<file path="config.mk">
export PLATFORM = sky130hd
export DESIGN_NAME = ctr_sequencer_flat
export DESIGN_NICKNAME = d
export VERILOG_FILES = /design/src/rtl/ctr_seq_pkg.sv /design/src/rtl/ctr_sequencer_if.sv /design/src/rtl/ctr_prescaler.sv /design/src/rtl/ctr_sequencer.sv /design/src/flat_wrapper.sv
export SDC_FILE = /design/constraint.sdc
export NUM_CORES = 1
export LEC_CHECK = 0
export ABC_AREA = 1
export CAP_MARGIN = 0
export CORE_MARGIN = 5
export CORE_UTILIZATION = 35
export DETAILED_ROUTE_END_ITERATION = 12
export PLACE_DENSITY_LB_ADDON = 0.15
export SLEW_MARGIN = 5
export SYNTH_ARGS = -nofsm -noshare
export SYNTH_HDL_FRONTEND = slang
export SYNTH_SLANG_ARGS = --single-unit
</file>
<file path="constraint.sdc">
create_clock -name clk -period 2.19 [get_ports clk]
set_clock_uncertainty 0.15 [all_clocks]
set_input_delay 0.219 -clock clk [delete_from_list [all_inputs] [get_ports clk]]
set_output_delay 0.219 -clock clk [all_outputs]
set_load 0.01 [all_outputs]
</file>
<file path="src/rtl/ctr_seq_pkg.sv">
// Shared types for the counter sequencer: FSM state encoding and command opcodes.
package ctr_seq_pkg;

  typedef enum logic [1:0] {
    IDLE = 2'd0,
    RUN  = 2'd1,
    DONE = 2'd2
  } state_t;

  localparam logic [1:0] OP_START = 2'd0;
  localparam logic [1:0] OP_STOP  = 2'd1;
  localparam logic [1:0] OP_LOAD  = 2'd2;
  localparam logic [1:0] OP_CLEAR = 2'd3;

endpackage

</file>
<file path="src/rtl/ctr_sequencer_if.sv">
// Command valid/ready handshake between the user-side controller and ctr_sequencer.
interface ctr_sequencer_if #(
  parameter int unsigned WIDTH = 4
);
  logic             cmd_valid;
  logic             cmd_ready;
  logic [1:0]       cmd_op;
  logic [WIDTH-1:0] cmd_data;

  modport master (output cmd_valid, output cmd_op, output cmd_data, input cmd_ready);
  modport slave  (input cmd_valid, input cmd_op, input cmd_data, output cmd_ready);
endinterface

</file>
<file path="src/rtl/ctr_prescaler.sv">
// Free-running prescaler: ticks once every limit+1 enabled cycles, cleared on demand.
module ctr_prescaler #(
  parameter int unsigned PRESC_W = 8
) (
  input  logic               clk,
  input  logic               reset,
  input  logic               en,
  input  logic               clr,
  input  logic [PRESC_W-1:0] limit,
  output logic               tick
);

  logic [PRESC_W-1:0] cnt;

  // Equality compare so a live limit change takes effect at the next match.
  assign tick = en && (cnt == limit);

  always_ff @(posedge clk) begin
    if (reset || clr) begin
      cnt <= '0;
    end else if (en) begin
      cnt <= tick ? '0 : cnt + PRESC_W'(1);
    end
  end

endmodule

</file>
<file path="src/rtl/ctr_sequencer.sv">
// Counter controller: command FSM, prescaled count stepping, terminal detect and reload/halt.
module ctr_sequencer
  import ctr_seq_pkg::*;
#(
  parameter int unsigned WIDTH   = 4,
  parameter int unsigned PRESC_W = 8
) (
  input  logic               clk,
  input  logic               reset,
  ctr_sequencer_if.slave     cmd_if,
  input  logic [PRESC_W-1:0] cfg_prescale,
  input  logic [WIDTH-1:0]   cfg_limit,
  input  logic               cfg_down,
  input  logic               cfg_autoreload,
  output logic [WIDTH-1:0]   count,
  output logic               busy,
  output logic               wrap_pulse,
  output logic               done_pulse
);

  state_t state;
  logic   tick;
  logic   accept;
  logic   presc_clr;
  logic   terminal;

  // Refusing commands on tick cycles keeps count steps and commands mutually exclusive.
  assign cmd_if.cmd_ready = !reset && !((state == RUN) && tick);
  assign accept           = cmd_if.cmd_valid && cmd_if.cmd_ready;
  assign presc_clr        = (state != RUN) || accept;
  assign terminal         = cfg_down ? (count == '0) : (count == cfg_limit);

  ctr_prescaler #(.PRESC_W(PRESC_W)) u_presc (
    .clk   (clk),
    .reset (reset),
    .en    (state == RUN),
    .clr   (presc_clr),
    .limit (cfg_prescale),
    .tick  (tick)
  );

  always_ff @(posedge clk) begin
    if (reset) begin
      state      <= IDLE;
      count      <= '0;
      busy       <= 1'b0;
      wrap_pulse <= 1'b0;
      done_pulse <= 1'b0;
    end else begin
      wrap_pulse <= 1'b0;
      done_pulse <= 1'b0;
      case (state)
        IDLE: begin
          if (accept) begin
            case (cmd_if.cmd_op)
              OP_START: begin
                state <= RUN;
                busy  <= 1'b1;
              end
              OP_STOP:  ;
              OP_LOAD:  count <= cmd_if.cmd_data;
              OP_CLEAR: count <= '0;
            endcase
          end
        end
        RUN: begin
          if (tick) begin
            if (terminal) begin
              wrap_pulse <= 1'b1;
              if (cfg_autoreload) begin
                count <= cfg_down ? cfg_limit : '0;
              end else begin
                state      <= DONE;
                busy       <= 1'b0;
                done_pulse <= 1'b1;
              end
            end else begin
              count <= cfg_down ? count - WIDTH'(1) : count + WIDTH'(1);
            end
          end else if (accept) begin
            case (cmd_if.cmd_op)
              OP_START: ;
              OP_STOP: begin
                state <= IDLE;
                busy  <= 1'b0;
              end
              OP_LOAD:  count <= cmd_if.cmd_data;
              OP_CLEAR: begin
                state <= IDLE;
                busy  <= 1'b0;
                count <= '0;
              end
            endcase
          end
        end
        DONE: begin
          if (accept) begin
            case (cmd_if.cmd_op)
              OP_START: begin
                state <= RUN;
                busy  <= 1'b1;
                count <= cfg_down ? cfg_limit : '0;
              end
              OP_STOP:  state <= IDLE;
              OP_LOAD: begin
                state <= IDLE;
                count <= cmd_if.cmd_data;
              end
              OP_CLEAR: begin
                state <= IDLE;
                count <= '0;
              end
            endcase
          end
        end
        default: begin
          state <= IDLE;
          busy  <= 1'b0;
        end
      endcase
    end
  end

endmodule

</file>
<file path="src/flat_wrapper.sv">
// flat-port wrapper written by rule: the top's interface ports become plain ports
module ctr_sequencer_flat import ctr_seq_pkg::*;
#(
  parameter int unsigned WIDTH   = 4,
  parameter int unsigned PRESC_W = 8
)
  (clk, reset, cfg_prescale, cfg_limit, cfg_down, cfg_autoreload, count, busy, wrap_pulse, done_pulse, cmd_if_cmd_valid, cmd_if_cmd_op, cmd_if_cmd_data, cmd_if_cmd_ready);
  ctr_sequencer_if #(.WIDTH(WIDTH)) cmd_if_i ();
  input  logic clk;
  input  logic reset;
  input  logic [PRESC_W-1:0] cfg_prescale;
  input  logic [WIDTH-1:0] cfg_limit;
  input  logic cfg_down;
  input  logic cfg_autoreload;
  output logic [WIDTH-1:0] count;
  output logic busy;
  output logic wrap_pulse;
  output logic done_pulse;
  input wire logic [$bits(cmd_if_i.cmd_valid)-1:0] cmd_if_cmd_valid;
  input wire logic [$bits(cmd_if_i.cmd_op)-1:0] cmd_if_cmd_op;
  input wire logic [$bits(cmd_if_i.cmd_data)-1:0] cmd_if_cmd_data;
  output wire logic [$bits(cmd_if_i.cmd_ready)-1:0] cmd_if_cmd_ready;
  assign cmd_if_i.cmd_valid = cmd_if_cmd_valid;
  assign cmd_if_i.cmd_op = cmd_if_cmd_op;
  assign cmd_if_i.cmd_data = cmd_if_cmd_data;
  assign cmd_if_cmd_ready = cmd_if_i.cmd_ready;
  ctr_sequencer #(.WIDTH(WIDTH), .PRESC_W(PRESC_W)) u_core (.clk(clk), .reset(reset), .cmd_if(cmd_if_i), .cfg_prescale(cfg_prescale), .cfg_limit(cfg_limit), .cfg_down(cfg_down), .cfg_autoreload(cfg_autoreload), .count(count), .busy(busy), .wrap_pulse(wrap_pulse), .done_pulse(done_pulse));
endmodule
</file>
======== Yosys cells after proc, flatten, opt, wreduce, memory -nomap -nowiden ========
Cells that the tools add are included.
word-level totals
  logic and storage cells ................. 83
  output and inout port bits .............. 8
  flip-flop bits (word level) ............. 17
cells by class
  multiplexer cells ....................... 32
  reductions and logical operators ........ 20
  bitwise gates (word level) .............. 3
  eq/ne operators ......................... 19
  add/sub/neg operators ................... 3
operators with widths
  operator             number
  $mux 4               7
  $pmux 4 s3           2
  $mux 2               8
  $ne 2x1->1 const B   6
  $mux 1               10
  $add 8x1->8 const B  1
  $eq 8x8->1           1
  $mux 8               1
  $pmux 4 s2           1
  $reduce_and 7->1     1
  $eq 2x2->1 const B   3
  $ne 3x3->1 const B   2
  $pmux 2 s3           1
  $reduce_and 6->1     1
  $reduce_or 3->1      2
  $add 4x1->4 const B  1
  $eq 2x1->1 const B   2
  $eq 4x4->1           1
  $logic_and 1x1->1    4
  $logic_not 2->1      2
  $logic_not 4->1      1
  $ne 4x1->1 const B   1
  $ne 4x4->1 const B   1
  $pmux 2 s2           1
  11 further kinds     16

======== Logic depth before layout (Yosys ltp) ========
  word-level depth ........................ 9
  mapped depth ............................ 17
  depth with buffers taken out ............ 16

======== Modules after synthesis ========
From an unflattened synthesis, not the netlist that was laid out.
unflattened totals
  cells, all modules ...................... 268
  area, all modules ....................... 1600.3 um^2
modules (own cells, without submodules)
  module         area each (um^2)  cells each  instances  seq. area each (um^2)
  ctr_sequencer  1021.0            166         1          180.2
  ctr_prescaler  579.3             102         1          160.2

======== Least setup slack after synthesis ========
No wires, ideal clock.
  path kind ............................... flip-flop to flip-flop
  start point ............................. register u_core.state[1]
  end point ............................... register u_core.u_presc.cnt[5]
  arrival time ............................ 1.778 ns
  slack ................................... 0.190 ns
  stages on the path, launching flop included .. 14
  library setup time ...................... 0.072 ns
  path buffers ............................ 2
  cells stage by stage .................... dfxtp_1 -> inv_1 -> ha_1 -> buf_6 -> inv_2 -> a21oi_2 -> nand2_2 -> nor2_4 -> nand3_4 -> nand3_4 -> nand3_2 -> or2_1 -> buf_6 -> nor3b_2
on the way
  cells in the longest elaborated chain, start to end .. 8
  elaborated cells between the ends (all ways) .. 10
  classes of those cells .................. 2 x eq/ne; 1 x mux; 7 x reduce/logical
RTL lines
  item                    RTL line                                  RTL
  start, declared         ctr_sequencer.sv:21                       state_t state;
  start signal, assigned  ctr_sequencer.sv:44                       state <= IDLE;
  start signal, assigned  ctr_sequencer.sv:57                       state <= RUN;
  start signal, assigned  ctr_sequencer.sv:73                       state <= DONE;
  $eq 2x1->1              ctr_sequencer.sv:28, ctr_sequencer.sv:36
  $logic_and 1x1->1       ctr_prescaler.sv:16                       assign tick = en && (cnt == limit);
  $logic_and 1x1->1       ctr_sequencer.sv:28                       assign cmd_if.cmd_ready = !reset && !((state == RUN) && tick);
  $logic_not 1->1         ctr_sequencer.sv:28
  $logic_and 1x1->1       ctr_sequencer.sv:28
  $logic_and 1x1->1       ctr_sequencer.sv:29                       assign accept = cmd_if.cmd_valid && cmd_if.cmd_ready;
  $logic_or 1x1->1        ctr_sequencer.sv:30                       assign presc_clr = (state != RUN) || accept;
  $logic_or 1x1->1        ctr_prescaler.sv:19                       if (reset || clr) begin
  end signal, assigned    ctr_prescaler.sv:22                       cnt <= tick ? '0 : cnt + PRESC_W'(1);
  end, declared           ctr_prescaler.sv:13                       logic [PRESC_W-1:0] cnt;
Several ways; a longest one is shown, not always the timed one.
A chain may end at the register's enable or synchronous reset.

======== Worst setup path after layout ========
  start point ............................. register u_core.state[1]
  end point ............................... output port cmd_if_cmd_ready
on the way
  cells in the longest elaborated chain, start to end .. 5
RTL lines
  item                 RTL line                                  RTL
  $eq 2x1->1 *         ctr_sequencer.sv:28, ctr_sequencer.sv:36
  $logic_and 1x1->1    ctr_prescaler.sv:16
  $logic_and 1x1->1 *  ctr_sequencer.sv:28
  $logic_not 1->1 *    ctr_sequencer.sv:28
  $logic_and 1x1->1 *  ctr_sequencer.sv:28
  end, declared        flat_wrapper.sv:22                        output wire logic [$bits(cmd_if_i.cmd_ready)-1:0] cmd_if_cmd_ready;
Mark *: on every way between the ends. The rest lies on a longest branch, timed or not.

==> run metrics <==
hold-critical path depth=2; Initial Util=about 36%; Num CTS Buffers=3; Slew Limit Fails=0; vias in the first global route=between 1,500 and 2,000; Final Hold Viols=0; # DRC=0; Die Width=roughly 80 µm; Hold Path End=u_core.busy$_SDFFE_PP0P_; post-route cell area=around 2300 µm²; fill count=519; Crit Path Class=flip-flop to output port; status=finished clean; total number of vias=1,870; die height=between 80 and 90 µm; Root Driver=clkbuf_8; WL final=a little under 5 mm; DP Area=around 2200 µm²; CTS sink count=17; post-detail-place hpwl=approximately 3.9 mm; fmax=just under 0.5 GHz; CP Launch Point=u_core.state[1]$_SDFFE_PP0P_; Tot GR Track Use=about 16%; die footprint=roughly 6400 µm²; max_slew headroom=70.1%; initial antenna violation count=0; Syn Area/Cell=about 6 µm²; io pins=31; max_cap viols=0; ant diodes=0; first-pass GRT wire length=roughly 8.2 mm; worst reg-to-reg setup slack=about 150 ps; hold path start=u_core.busy$_SDFFE_PP0P_; setup tns final=0 ps; worst-margin pin slew=approximately 450 ps; crit-path max FO=4; Synth Flop Type=dfxtp_1; Post-Syn Nets=322; reg-to-reg startpoint=u_core.state[1]$_SDFFE_PP0P_; later-pin clock latency in the skew report=~260 ps; critical path arrival=around 1700 ps; Syn Std Cell Area=between 1500 and 2000 µm²; wire per inst=approximately 12 µm; flop and latch count out of synthesis=17; ANT nets after route=0; crit path capture type=output port; H-tree depth=1; Crit-path slowest cell=dfxtp_4; post-synthesis sequential area ratio=19.7%; fin crit period=2060 ps; largest net degree at the start of global routing=12; clock slew at reported path FFs=about 80 ps; Synth Warn #=0; CTS tree=done; area grow syn2layout=35.7%; Critical Path Source Type=flip-flop; Setup Viol. Count Final=0; layout cells sized above 1=between 10% and 20%; reg2reg path depth=15; Syn Inst Count=290; DR vias/cell=roughly 4.6; Iteration-0 DRC Markers=roughly 110; Port Buf Inserts=30; core area=roughly 4800 µm²; Nets=roughly 380; fin crit share=between 90 and 100%; CTS max path bufs=2; min-delay worst type=flip-flop to flip-flop; Async SR Flop Fraction=0%; worst hold slack=between 300 and 400 ps; Data required, critical path=about 1800 ps; Overflow after GRT=0; CP Cell Sequence=inv_4, ha_4, inv_2, a21oi_2, nand2_2, nor2_4, nand3_4, nand2_1, inv_1, dlygate4sd2_1; r2r endpoint=u_core.count[1]$_SDFFE_PP0P_; routability cong.=around 0.89; FP Rows=25; leakage dissipation=around 1.1 nW; Max IR drop VDD=414 µV; Synth cell types=33; drt pass-1 iters=4; largest stage delay on the critical path=approximately 370 ps; EDFF count, synth=0; power per cell area=915 nW/µm²
==> repair_timing <==
action / in CTS / in global routing
pin swaps: 1 / 4
resized for setup: 2 / 15
endpoints found under the hold margin: 0 / 0
endpoints found under the setup margin: 5 / 14
setup buffers: 4 / 1
hold buffers: 0 / 0
==> layer usage <==
layer  up-vias  global-route usage, %  part of all wire (%)
met5         -                      0                     0
met4         0                   5.57                   1.5
met3         6                   2.02                   2.9
met2        33                   25.7                    47
met1       813                   22.8                    49
li1       1018                      -                     -
==> cell type report <==
class                      count  area, µm²  share of cell area [%]
multi-input combinational    220       1210                    51.5
timing repair buffer          53        479                    20.4
sequential                    17        344                    14.7
inverter                      48        183                    7.78
tap                           67       83.8                    3.57
clock buffer                   3       41.3                    1.76
clock inverter                 1       7.51                   0.320
==> synthesized netlist by cell type (all sizes together), types with 2 or more instances <==
cell type | number | area (µm²)
nor4 | 3 | 33.8
inv | 47 | 176
ha | 8 | 100
xnor2 | 4 | 42.6
buf | 4 | 32.5
a21oi | 21 | 109
nand2 | 82 | 310
nor2 | 45 | 196
or2 | 2 | 12.5
dfxtp | 17 | 340
nand3 | 32 | 190
o31ai | 2 | 15.0
xor2 | 6 | 52.6
nor3 | 4 | 20.0
nand4 | 6 | 37.5
==> through the flow <==
stage | worst slack [ps] | utilization [%] | std cells | power (mW)
after floorplan | 190 | - | 290 | 1.40
after global placement | -159 | 46.5 | 400 | 1.81
final | 132 | 49.4 | 409 | 2.15
after global routing | -0.997 | 49.4 | 409 | 2.40
after CTS | 26.9 | 48.2 | 408 | 2.10
after detailed placement | -139 | 46.5 | 400 | 1.80
==> power breakdown <==
group | internal [mW] | switching [mW] | leakage [nW] | total [mW]
sequential | 0.372 | 0.124 | 0.139 | 0.496
combinational | 0.623 | 0.763 | 0.954 | 1.39
clock | 0.129 | 0.137 | 0.0217 | 0.266
total | 1.12 | 1.02 | 1.11 | 2.15
==> how the worst max path moves through the flow <==
stage / depth (start not counted) / slack (ps) / end
after detailed placement: 13 / -140 / u_core.count[3]$_SDFFE_PP0P_
after global routing: 13 / -1 / u_core.count[2]$_SDFFE_PP0P_
after CTS: 13 / 30 / u_core.count[3]$_SDFFE_PP0P_
after global placement: 13 / -160 / u_core.count[1]$_SDFFE_PP0P_
after floorplan: 13 / 190 / u_core.u_presc.cnt[5]$_SDFFE_PP0N_
final: 10 / 130 / cmd_if_cmd_ready
==> flip-flops by register name (all words and copies together) (netlist names) <==
name	flops
u_core.busy	1
u_core.count	4
u_core.done_pulse	1
u_core.state	2
u_core.u_presc.cnt	8
u_core.wrap_pulse	1
==> cell usage in the layout (no fill, tap or decap), types with 2 or more instances in the layout <==
cell type	instances
nor2_2	4
nand3_1	28
a21oi_1	19
buf_6	2
a21oi_2	2
buf_4	21
nand3_4	2
clkdlybuf4s50_1	29
o31ai_1	2
ha_1	7
xnor2_1	3
nand2_2	5
dfxtp_1	16
nor2_4	3
clkbuf_8	3
nor2_1	38
nand2_1	77
nand3_2	2
nor4_1	2
nor3_1	4
inv_1	39
xor2_1	6
inv_2	7
nand4_1	6
==> worst max-delay path: cells and delay by family, from the launching register on <==
family,cells,cell delay (ps)
AO/OA/AOI/OAI,1,110
adder cells (fa/ha/maj),1,130
buffers and inverters,4,440
flip-flops,1,370
AND/OR/NAND/NOR,4,380
==> cells by family (layout without fill, tap and decap cells) <==
logic type,after synthesis,in the layout,share of synthesized area [%]
buffers and inverters,53,105,12.5
adder cells (fa/ha/maj),9,9,6.95
AND/OR/NAND/NOR,175,175,47.0
AO/OA/AOI/OAI,26,26,8.32
flip-flops,17,17,19.7
XOR/XNOR,10,10,5.50
No activity file was read; power rests on OpenSTA's default activity.
